File: config.mk
export PLATFORM = sky130hd
export DESIGN_NAME = pl_preload_master
export DESIGN_NICKNAME = d
export VERILOG_FILES = /design/src/rtl/pl_preload_master.sv
export SDC_FILE = /design/constraint.sdc
export NUM_CORES = 1
export LEC_CHECK = 0
export CORE_UTILIZATION = 45
export CTS_CLUSTER_SIZE = 14
export DETAILED_ROUTE_END_ITERATION = 16
export PLACE_DENSITY = 0.74
export SLEW_MARGIN = 20
export SYNTH_ARGS = -nofsm -noshare
export SYNTH_HDL_FRONTEND = slang
export SYNTH_SLANG_ARGS = --single-unit
File: constraint.sdc
create_clock -name PL_CLK_i -period 12.2 [get_ports PL_CLK_i]
set_input_delay 1.22 -clock PL_CLK_i [delete_from_list [all_inputs] [get_ports PL_CLK_i]]
set_output_delay 1.22 -clock PL_CLK_i [all_outputs]
set_load 0.03 [all_outputs]
File: src/rtl/pl_preload_master.sv
`default_nettype none
// ============================================================================
// Module   : pl_preload_master
// Purpose  : Initiator for the BRAM preload bus. Turns a command plus an
//            optional write-data stream into bus write bursts, constant fills
//            or read bursts on a chain of TDP18K tiles, and returns read-back
//            words on a valid/last stream.
// Ports    : PL_CLK_i / PL_RESET_i     clock, async active-high reset
//            CMD_*                     command handshake (op, id, addr, len, fill)
//            WD_*                      write-word stream for write commands
//            RD_*                      read-back stream (no backpressure)
//            BUSY_o / DONE_o / ERR_o   status
//            PL_*                      preload bus towards the tile chain
// Revision : 1.0 - initial release
// ============================================================================
module pl_preload_master #(
  parameter int READ_LAT = 1,
  parameter int MAX_LEN  = 1024
) (
  input  logic        PL_CLK_i,
  input  logic        PL_RESET_i,
  input  logic        CMD_VALID_i,
  output logic        CMD_READY_o,
  input  logic [1:0]  CMD_OP_i,
  input  logic [19:0] CMD_RAM_ID_i,
  input  logic [9:0]  CMD_ADDR_i,
  input  logic [10:0] CMD_LEN_i,
  input  logic [17:0] CMD_FILL_i,
  input  logic        WD_VALID_i,
  output logic        WD_READY_o,
  input  logic [17:0] WD_DATA_i,
  output logic        RD_VALID_o,
  output logic [17:0] RD_DATA_o,
  output logic        RD_LAST_o,
  output logic        BUSY_o,
  output logic        DONE_o,
  output logic        ERR_o,
  output logic        PL_ENA_o,
  output logic        PL_WEN_o,
  output logic        PL_REN_o,
  output logic [31:0] PL_ADDR_o,
  output logic [17:0] PL_DATA_o,
  input  logic [17:0] PL_RDATA_i
);

  typedef enum logic [2:0] {
    S_IDLE  = 3'd0,
    S_WRITE = 3'd1,
    S_FILL  = 3'd2,
    S_READ  = 3'd3,
    S_DRAIN = 3'd4,
    S_DONE  = 3'd5
  } state_t;

  localparam logic [1:0]  OP_WRITE = 2'b00;
  localparam logic [1:0]  OP_READ  = 2'b01;
  localparam logic [1:0]  OP_FILL  = 2'b10;
  localparam logic [10:0] LEN_MAX  = 11'(MAX_LEN);
  localparam int          DW       = (READ_LAT > 1) ? $clog2(READ_LAT + 1) : 1;

  state_t          state, state_nxt;
  logic [19:0]     ram_id;
  logic [9:0]      waddr;
  logic [10:0]     remaining;
  logic [17:0]     fill_data;
  logic            is_read;
  logic [DW-1:0]   drain_cnt;

  // Bus-side next values produced by the FSM and registered below.
  logic            ena_nxt, wen_nxt, ren_nxt;
  logic [31:0]     addr_nxt;
  logic [17:0]     data_nxt;
  logic            issue_nxt, issue_last_nxt;
  logic            step;
  logic            accept;
  logic            cmd_illegal;

  // Marks bus cycles carrying a genuine read word (drain re-issues excluded)
  // and delays them by READ_LAT to line up with the tile response.
  logic                rd_issue, rd_issue_last;
  logic [READ_LAT-1:0] vld_sr, last_sr;

  assign cmd_illegal = (CMD_OP_i == 2'b11) || (CMD_LEN_i == 11'd0) ||
                       (CMD_LEN_i > LEN_MAX) ||
                       ((CMD_OP_i == OP_READ) && (CMD_RAM_ID_i == 20'd0));

  assign BUSY_o = (state == S_WRITE) || (state == S_FILL) ||
                  (state == S_READ)  || (state == S_DRAIN);
  assign DONE_o = (state == S_DONE);

  always_ff @(posedge PL_CLK_i or posedge PL_RESET_i) begin
    if (PL_RESET_i) state <= S_IDLE;
    else            state <= state_nxt;
  end

  always_comb begin
    state_nxt      = state;
    CMD_READY_o    = 1'b0;
    WD_READY_o     = 1'b0;
    accept         = 1'b0;
    step           = 1'b0;
    ena_nxt        = 1'b0;
    wen_nxt        = 1'b0;
    ren_nxt        = 1'b0;
    addr_nxt       = PL_ADDR_o;
    data_nxt       = 18'd0;
    issue_nxt      = 1'b0;
    issue_last_nxt = 1'b0;
    case (state)
      S_IDLE: begin
        // Ready is masked while reset is held so every output reads 0.
        CMD_READY_o = !PL_RESET_i;
        if (CMD_VALID_i && !PL_RESET_i) begin
          accept = 1'b1;
          if (cmd_illegal)              state_nxt = S_DONE;
          else if (CMD_OP_i == OP_WRITE) state_nxt = S_WRITE;
          else if (CMD_OP_i == OP_FILL)  state_nxt = S_FILL;
          else                           state_nxt = S_READ;
        end
      end
      S_WRITE: begin
        WD_READY_o = 1'b1;
        // During a bubble the bus shows the pending address with no strobe.
        addr_nxt   = {ram_id, 2'b00, waddr};
        if (WD_VALID_i) begin
          step     = 1'b1;
          ena_nxt  = 1'b1;
          wen_nxt  = 1'b1;
          data_nxt = WD_DATA_i;
          if (remaining == 11'd1) state_nxt = S_DRAIN;
        end
      end
      S_FILL: begin
        step     = 1'b1;
        ena_nxt  = 1'b1;
        wen_nxt  = 1'b1;
        addr_nxt = {ram_id, 2'b00, waddr};
        data_nxt = fill_data;
        if (remaining == 11'd1) state_nxt = S_DRAIN;
      end
      S_READ: begin
        step           = 1'b1;
        ena_nxt        = 1'b1;
        ren_nxt        = 1'b1;
        addr_nxt       = {ram_id, 2'b00, waddr};
        issue_nxt      = 1'b1;
        issue_last_nxt = (remaining == 11'd1);
        if (remaining == 11'd1) state_nxt = S_DRAIN;
      end
      S_DRAIN: begin
        // Reads keep REN up (same address) until the last word has had
        // READ_LAT cycles to come back; writes just let the final strobe
        // leave the bus so DONE trails it by one cycle.
        if (drain_cnt != '0) begin
          ena_nxt = 1'b1;
          ren_nxt = 1'b1;
        end
        if (!is_read || RD_LAST_o) state_nxt = S_DONE;
      end
      S_DONE:  state_nxt = S_IDLE;
      default: state_nxt = S_IDLE;
    endcase
  end

  // Command context and burst counters.
  always_ff @(posedge PL_CLK_i or posedge PL_RESET_i) begin
    if (PL_RESET_i) begin
      ram_id    <= 20'd0;
      waddr     <= 10'd0;
      remaining <= 11'd0;
      fill_data <= 18'd0;
      is_read   <= 1'b0;
      drain_cnt <= '0;
      ERR_o     <= 1'b0;
    end else begin
      if (accept) begin
        ram_id    <= CMD_RAM_ID_i;
        waddr     <= CMD_ADDR_i;
        remaining <= CMD_LEN_i;
        fill_data <= CMD_FILL_i;
        is_read   <= (CMD_OP_i == OP_READ);
        drain_cnt <= (CMD_OP_i == OP_READ) ? DW'(READ_LAT) : '0;
        ERR_o     <= cmd_illegal;
      end else begin
        if (step) begin
          waddr     <= waddr + 10'd1;   // wraps modulo 1024
          remaining <= remaining - 11'd1;
        end
        if ((state == S_DRAIN) && (drain_cnt != '0))
          drain_cnt <= drain_cnt - DW'(1);
      end
    end
  end

  // Registered bus outputs.
  always_ff @(posedge PL_CLK_i or posedge PL_RESET_i) begin
    if (PL_RESET_i) begin
      PL_ENA_o      <= 1'b0;
      PL_WEN_o      <= 1'b0;
      PL_REN_o      <= 1'b0;
      PL_ADDR_o     <= 32'd0;
      PL_DATA_o     <= 18'd0;
      rd_issue      <= 1'b0;
      rd_issue_last <= 1'b0;
    end else begin
      PL_ENA_o      <= ena_nxt;
      PL_WEN_o      <= wen_nxt;
      PL_REN_o      <= ren_nxt;
      PL_ADDR_o     <= addr_nxt;
      PL_DATA_o     <= data_nxt;
      rd_issue      <= issue_nxt;
      rd_issue_last <= issue_last_nxt;
    end
  end

  // Read capture: a word on the bus in cycle t is sampled from PL_RDATA_i at
  // the edge ending cycle t+READ_LAT.
  always_ff @(posedge PL_CLK_i or posedge PL_RESET_i) begin
    if (PL_RESET_i) begin
      vld_sr     <= '0;
      last_sr    <= '0;
      RD_VALID_o <= 1'b0;
      RD_LAST_o  <= 1'b0;
      RD_DATA_o  <= 18'd0;
    end else begin
      vld_sr[0]  <= rd_issue;
      last_sr[0] <= rd_issue_last;
      for (int i = 1; i < READ_LAT; i++) begin
        vld_sr[i]  <= vld_sr[i-1];
        last_sr[i] <= last_sr[i-1];
      end
      RD_VALID_o <= vld_sr[READ_LAT-1];
      RD_LAST_o  <= last_sr[READ_LAT-1];
      RD_DATA_o  <= vld_sr[READ_LAT-1] ? PL_RDATA_i : 18'd0;
    end
  end

endmodule
`default_nettype wire

---- Word level (Yosys, flattened, before mapping) ----
Index checks and enable logic that the tools add are counted.
storage, ports and cells
  flip-flop bits (word level) ............. 140
  bits in latches ......................... 0
  bits in writable memories ............... 0
  ROM bits ................................ 0
  bits of input ports ..................... 101
  output and inout bits ................... 78
  word-level logic and storage cells ...... 87
  memories kept ........................... 0
operators by class
  add/sub/neg operators ................... 3
  multiply operators ...................... 0
  div/mod/pow operators ................... 0
  $lt $le $gt $ge ......................... 1
  equality and inequality tests ........... 12
  shift operators ......................... 0
  mux-type cells .......................... 30
  bitwise operators ....................... 0
  reduce and logical (&&, ||, !) cells .... 21
operator list
  cell                                                                   count
  18-bit two-way mux                                                     2
  18-bit one-hot mux with 2 select lines                                 1
  11-bit two-way mux                                                     2
  20-bit logical NOT                                                     1
  10-bit two-way mux                                                     2
  3-bit two-way mux                                                      5
  1-bit two-way mux                                                      12
  3-bit one-hot mux with 4 select lines                                  1
  11-bit by 1-bit == test with 1-bit output (second input constant)      1
  11-bit greater-than comparator (second input constant)                 1
  11-bit logical NOT                                                     1
  11-bit by 1-bit subtractor with 11-bit output (second input constant)  1
  10-bit by 1-bit adder with 10-bit output (second input constant)       1
  1-bit logical OR                                                       7
  3-bit by 2-bit == test with 1-bit output (second input constant)       2
  3-bit == test (second input constant)                                  2
  1-bit one-hot mux with 2 select lines                                  3
  2-bit == test (second input constant)                                  2
  2-bit inequality test (second input constant)                          2
  2-bit nonzero test                                                     2
  3-bit by 1-bit == test with 1-bit output (second input constant)       1
  1-bit logical AND                                                      3
  3-bit logical NOT                                                      1
  1-bit one-hot mux with 3 select lines                                  1
  other kinds (9)                                                        10

---- Logic depth before layout (Yosys ltp) ----
  depth in word-level cells ............... 7
  gate-level depth with buffers ........... 8
  gate-level depth less buffers ........... 6

---- Worst setup path before layout ----
Ideal clock, no wire load.
  path kind ............................... input to output
  from .................................... input PL_RESET_i
  to ...................................... output CMD_READY_o
  data arrival time ....................... 1.633 ns
  required time ........................... 10.980 ns
  setup slack ............................. 9.347 ns
  stages on the path ...................... 1
  buffers on the path ..................... 0
  cells stage by stage .................... nor2_1
between the ends
  cells in the longest elaborated chain, start to end .. 2
RTL lines
  what                                RTL line  source
  from (decl)                         21        input logic PL_RESET_i,
  1-bit logical NOT (no source line)  -
  1-bit two-way mux                   109       case (state)
  to (decl)                           23        output logic CMD_READY_o,
No other way between the ends.

---- Worst setup path after layout ----
Ends and elaborated chain as after synthesis.

==> out/results.tsv <==
stage	metric	value	unit
status	outcome	completed	
critical_path	CP Cell Sequence	clkdlybuf4s50_1, nor2_1, clkdlybuf4s50_1	
drt	DR WL/cell	16.3	um
clocking	Clock Latency Late Sink	0.41	ns
layout	Storage cell area	3500	um^2
synthesis	sequential fraction of the synthesis area	0.613	
clocking	clock buffer count from CTS	17	
timing	Slew Viols, Final	0	
power	Total Power	2.06	mW
global_routing	number of global-route vias before repair	4331	
global_routing	GR Overflow Total	0	
placement	placed insts	825	
synthesis	Yosys top cell area share	0.613	
min_path	Hold Crit Class	reg -> reg	
layout	Layout area overhead	43.2	%
layout	Finished Layout Cells	857	
synthesis	Top FF cell, synth	dfrtp_1	
layout	layout cell share with drive strength beyond 1	0.110	
layout	Final Core Density	0.670	
synthesis	largest family of logic cells by synthesized area	simple AND/OR/NAND/NOR gates	
placement	IO buf count	176	
timing	Max-slew headroom	0.350	
synthesis	post-synthesis register bit count	140	
timing	final worst setup slack	8.43	ns
die	Top Ports	179	
clocking	CTS tree	yes	
power	Max VDD drop	0.000111	V
critical_path	startpoint types	input port	
synthesis	Post-synth top cells	140 x dfrtp_1, 131 x nand2_1, 30 x mux2_2	
die	row cnt	40	
global_routing	first-pass GRT wire length	22200	um
global_routing	GRT Total Usage	0.222	
placement	Post-DP Area	7570	um^2
placement	Post-Place Worst Slack	8.43	ns
drt	Final ANT Viol Nets	0	
drt	Initial DRC Count	282	
layout	multi-input logic area	2050	um^2
timing	Peak Freq	266	MHz
clocking	H-Tree Depth	4	
placement	Final GP Congestion	0.819	
clocking	Resized cells post-CTS	0	
synthesis	async set-reset flop share out of synthesis	1.00	
die	DIE AREA	13100	um^2
critical_path	CP max FO	3	
synthesis	Simple-Gate Fraction of Synth Area	0.188	
die	die height	115	um
die	Initial Utilization	0.468	
critical_path	worst reg2reg path depth	5	
clocking	deepest clock path buffer count	2	
timing	Final period util	0.309	
timing	Worst Hold Margin	0.349	ns
layout	Layout Nets	780	
die	Core Footprint	12200	um^2
drt	DR vias	4425	
synthesis	Synth Area in Adders	0.00657	
clocking	number of post-CTS setup repair buffers	0	
critical_path	Max stage delay on crit path	0.69	ns
synthesis	cell with the most instances after synthesis	dfrtp_1	
clocking	CTS root buffer	clkbuf_16	
die	die width	115	um
layout	fill count	995	
synthesis	XOR/XNOR Fraction of Synth Area	0.00767	
clocking	CTS Hold Bufs	0	
timing	Slew @ Worst Pin	0.975	ns
clocking	Sink Count	140	
timing	RSZ-0062 raised after global routing	no	
critical_path	CP Capture Type	primary output	
drt	DRC viols	0	
drt	Vias per Instance	5.16	
layout	Final Cell Area	8180	um^2
critical_path	Worst path most repeated cell	clkdlybuf4s50_1	
synthesis	Post-Synthesis Cells	505	
critical_path	Setup CP Type	in -> out	
timing	Final Hold Fails	0	
synthesis	syn_area_per_cell	11.3	um^2
timing	Final Critical Period	3.77	ns
synthesis	post-synthesis mux area share	0.0591	
power	Cell Pwr Density	252	nW/um^2
critical_path	CP arrival	2.55	ns
timing	skew final	0.00782	ns
timing	Final setup violation count	0	
global_routing	largest net degree at the start of global routing	72	
drt	WL final	14000	um
critical_path	Critical-path top delay cell	clkdlybuf4s50_1	
drt	1st-pass router iterations	4	
critical_path	worst path required time	10.98	ns
timing	setup TNS	0	ns
synthesis	top cell type by total area after synthesis	dfrtp_1	
global_routing	antenna violations before repair	0	
clocking	Reg clk slew, reported paths	0.06	ns
power	LEAKAGE	3.66	nW
min_path	worst hold path depth	0	
synthesis	synth top area cells	dfrtp_1 61%, nand2_1 8.6%, mux2_2 5.9%	
synthesis	EDFF count, synth	0	
synthesis	yosys warns	0	
placement	Detailed Place HPWL	9810	um
job	Max-Cap Viols	0	
synthesis	post-synthesis compound-gate area fraction	0.0953	
layout	diode count	0	
synthesis	Mapped Area	5710	um^2
synthesis	Synth cell types	57	
-- final timing paths --
kind / from / end / slack, ns
setup / recovery: PL_RESET_i / CMD_READY_o / 8.43
hold / removal: rd_issue$_DFF_PP0_ / vld_sr$_DFF_PP0_ / 0.35
setup reg to reg: state[2]$_DFFE_PP0P_ / remaining[8]$_DFFE_PP0P_ / 9.59
hold reg to reg: rd_issue$_DFF_PP0_ / vld_sr$_DFF_PP0_ / 0.35
max in group asynchronous: PL_RESET_i / RD_DATA_o[12]$_DFF_PP0_ / 9.55
min in group asynchronous: PL_RESET_i / PL_ADDR_o[5]$_DFFE_PP0N_ / 1.33
-- state kept, by name, indices dropped and copies added (netlist names), 3 cells and up --
register / cells
state: 3
RD_DATA_o: 18
waddr: 10
remaining: 11
fill_data: 18
PL_ADDR_o: 30
PL_DATA_o: 18
ram_id: 20
-- power by group --
group	total [mW]	switching (mW)	internal (mW)
Combinational	0.780	0.424	0.356
Clock	0.525	0.196	0.329
Sequential	0.758	0.120	0.638
Total	2.06	0.740	1.32
-- layout make-up --
cell class,count,area share
timing repair buffer,179,0.218
tap,168,0.0257
inverter,5,0.00291
clock inverter,12,0.0199
multi-input combinational,333,0.251
clock buffer,20,0.0546
sequential,140,0.428
-- cell families after synthesis --
family,Yosys count
multiplexers,30
AO/OA/AOI/OAI,66
XOR/XNOR,5
buffers and inverters,33
adder cells (fa/ha/maj),3
flip-flops,140
AND/OR/NAND/NOR,227
other,1
-- placed cells by master, fill, tap and decap left out, types with 3 or more instances in the layout --
cell and n:
a221o_1 6, bufinv_16 3, o211ai_1 7, dfrtp_1 140, buf_4 3, clkdlybuf4s50_1 176
or2_2 3, nor3_1 5, o21ai_0 8, clkinvlp_4 5, mux2_2 30, nor2b_1 3
xnor2_1 5, inv_1 4, inv_6 4, nand2_1 131, and2_1 19, a211oi_1 5
nor4_1 11, a22o_1 19, nor2_1 22, ha_1 3, nand3_1 4, nand3b_1 3
clkbuf_16 17, nor3b_1 3, or3_1 4
-- worst max-delay path, delay by kind of cell --
kind | cells | cell delay, ns
buffers and inverters | 2 | 1.19
and+or+nand+nor | 1 | 0.14
-- per-layer routing --
layer  part of all wire  GRT usage  vias to the layer above
li1                   -          -                     2092
met4              0.010     0.0771                        0
met3              0.068     0.0482                       13
met2               0.49      0.366                      170
met1               0.43      0.292                     2150
met5                  0          0                        -
Power figures use the tool's default switching activity.
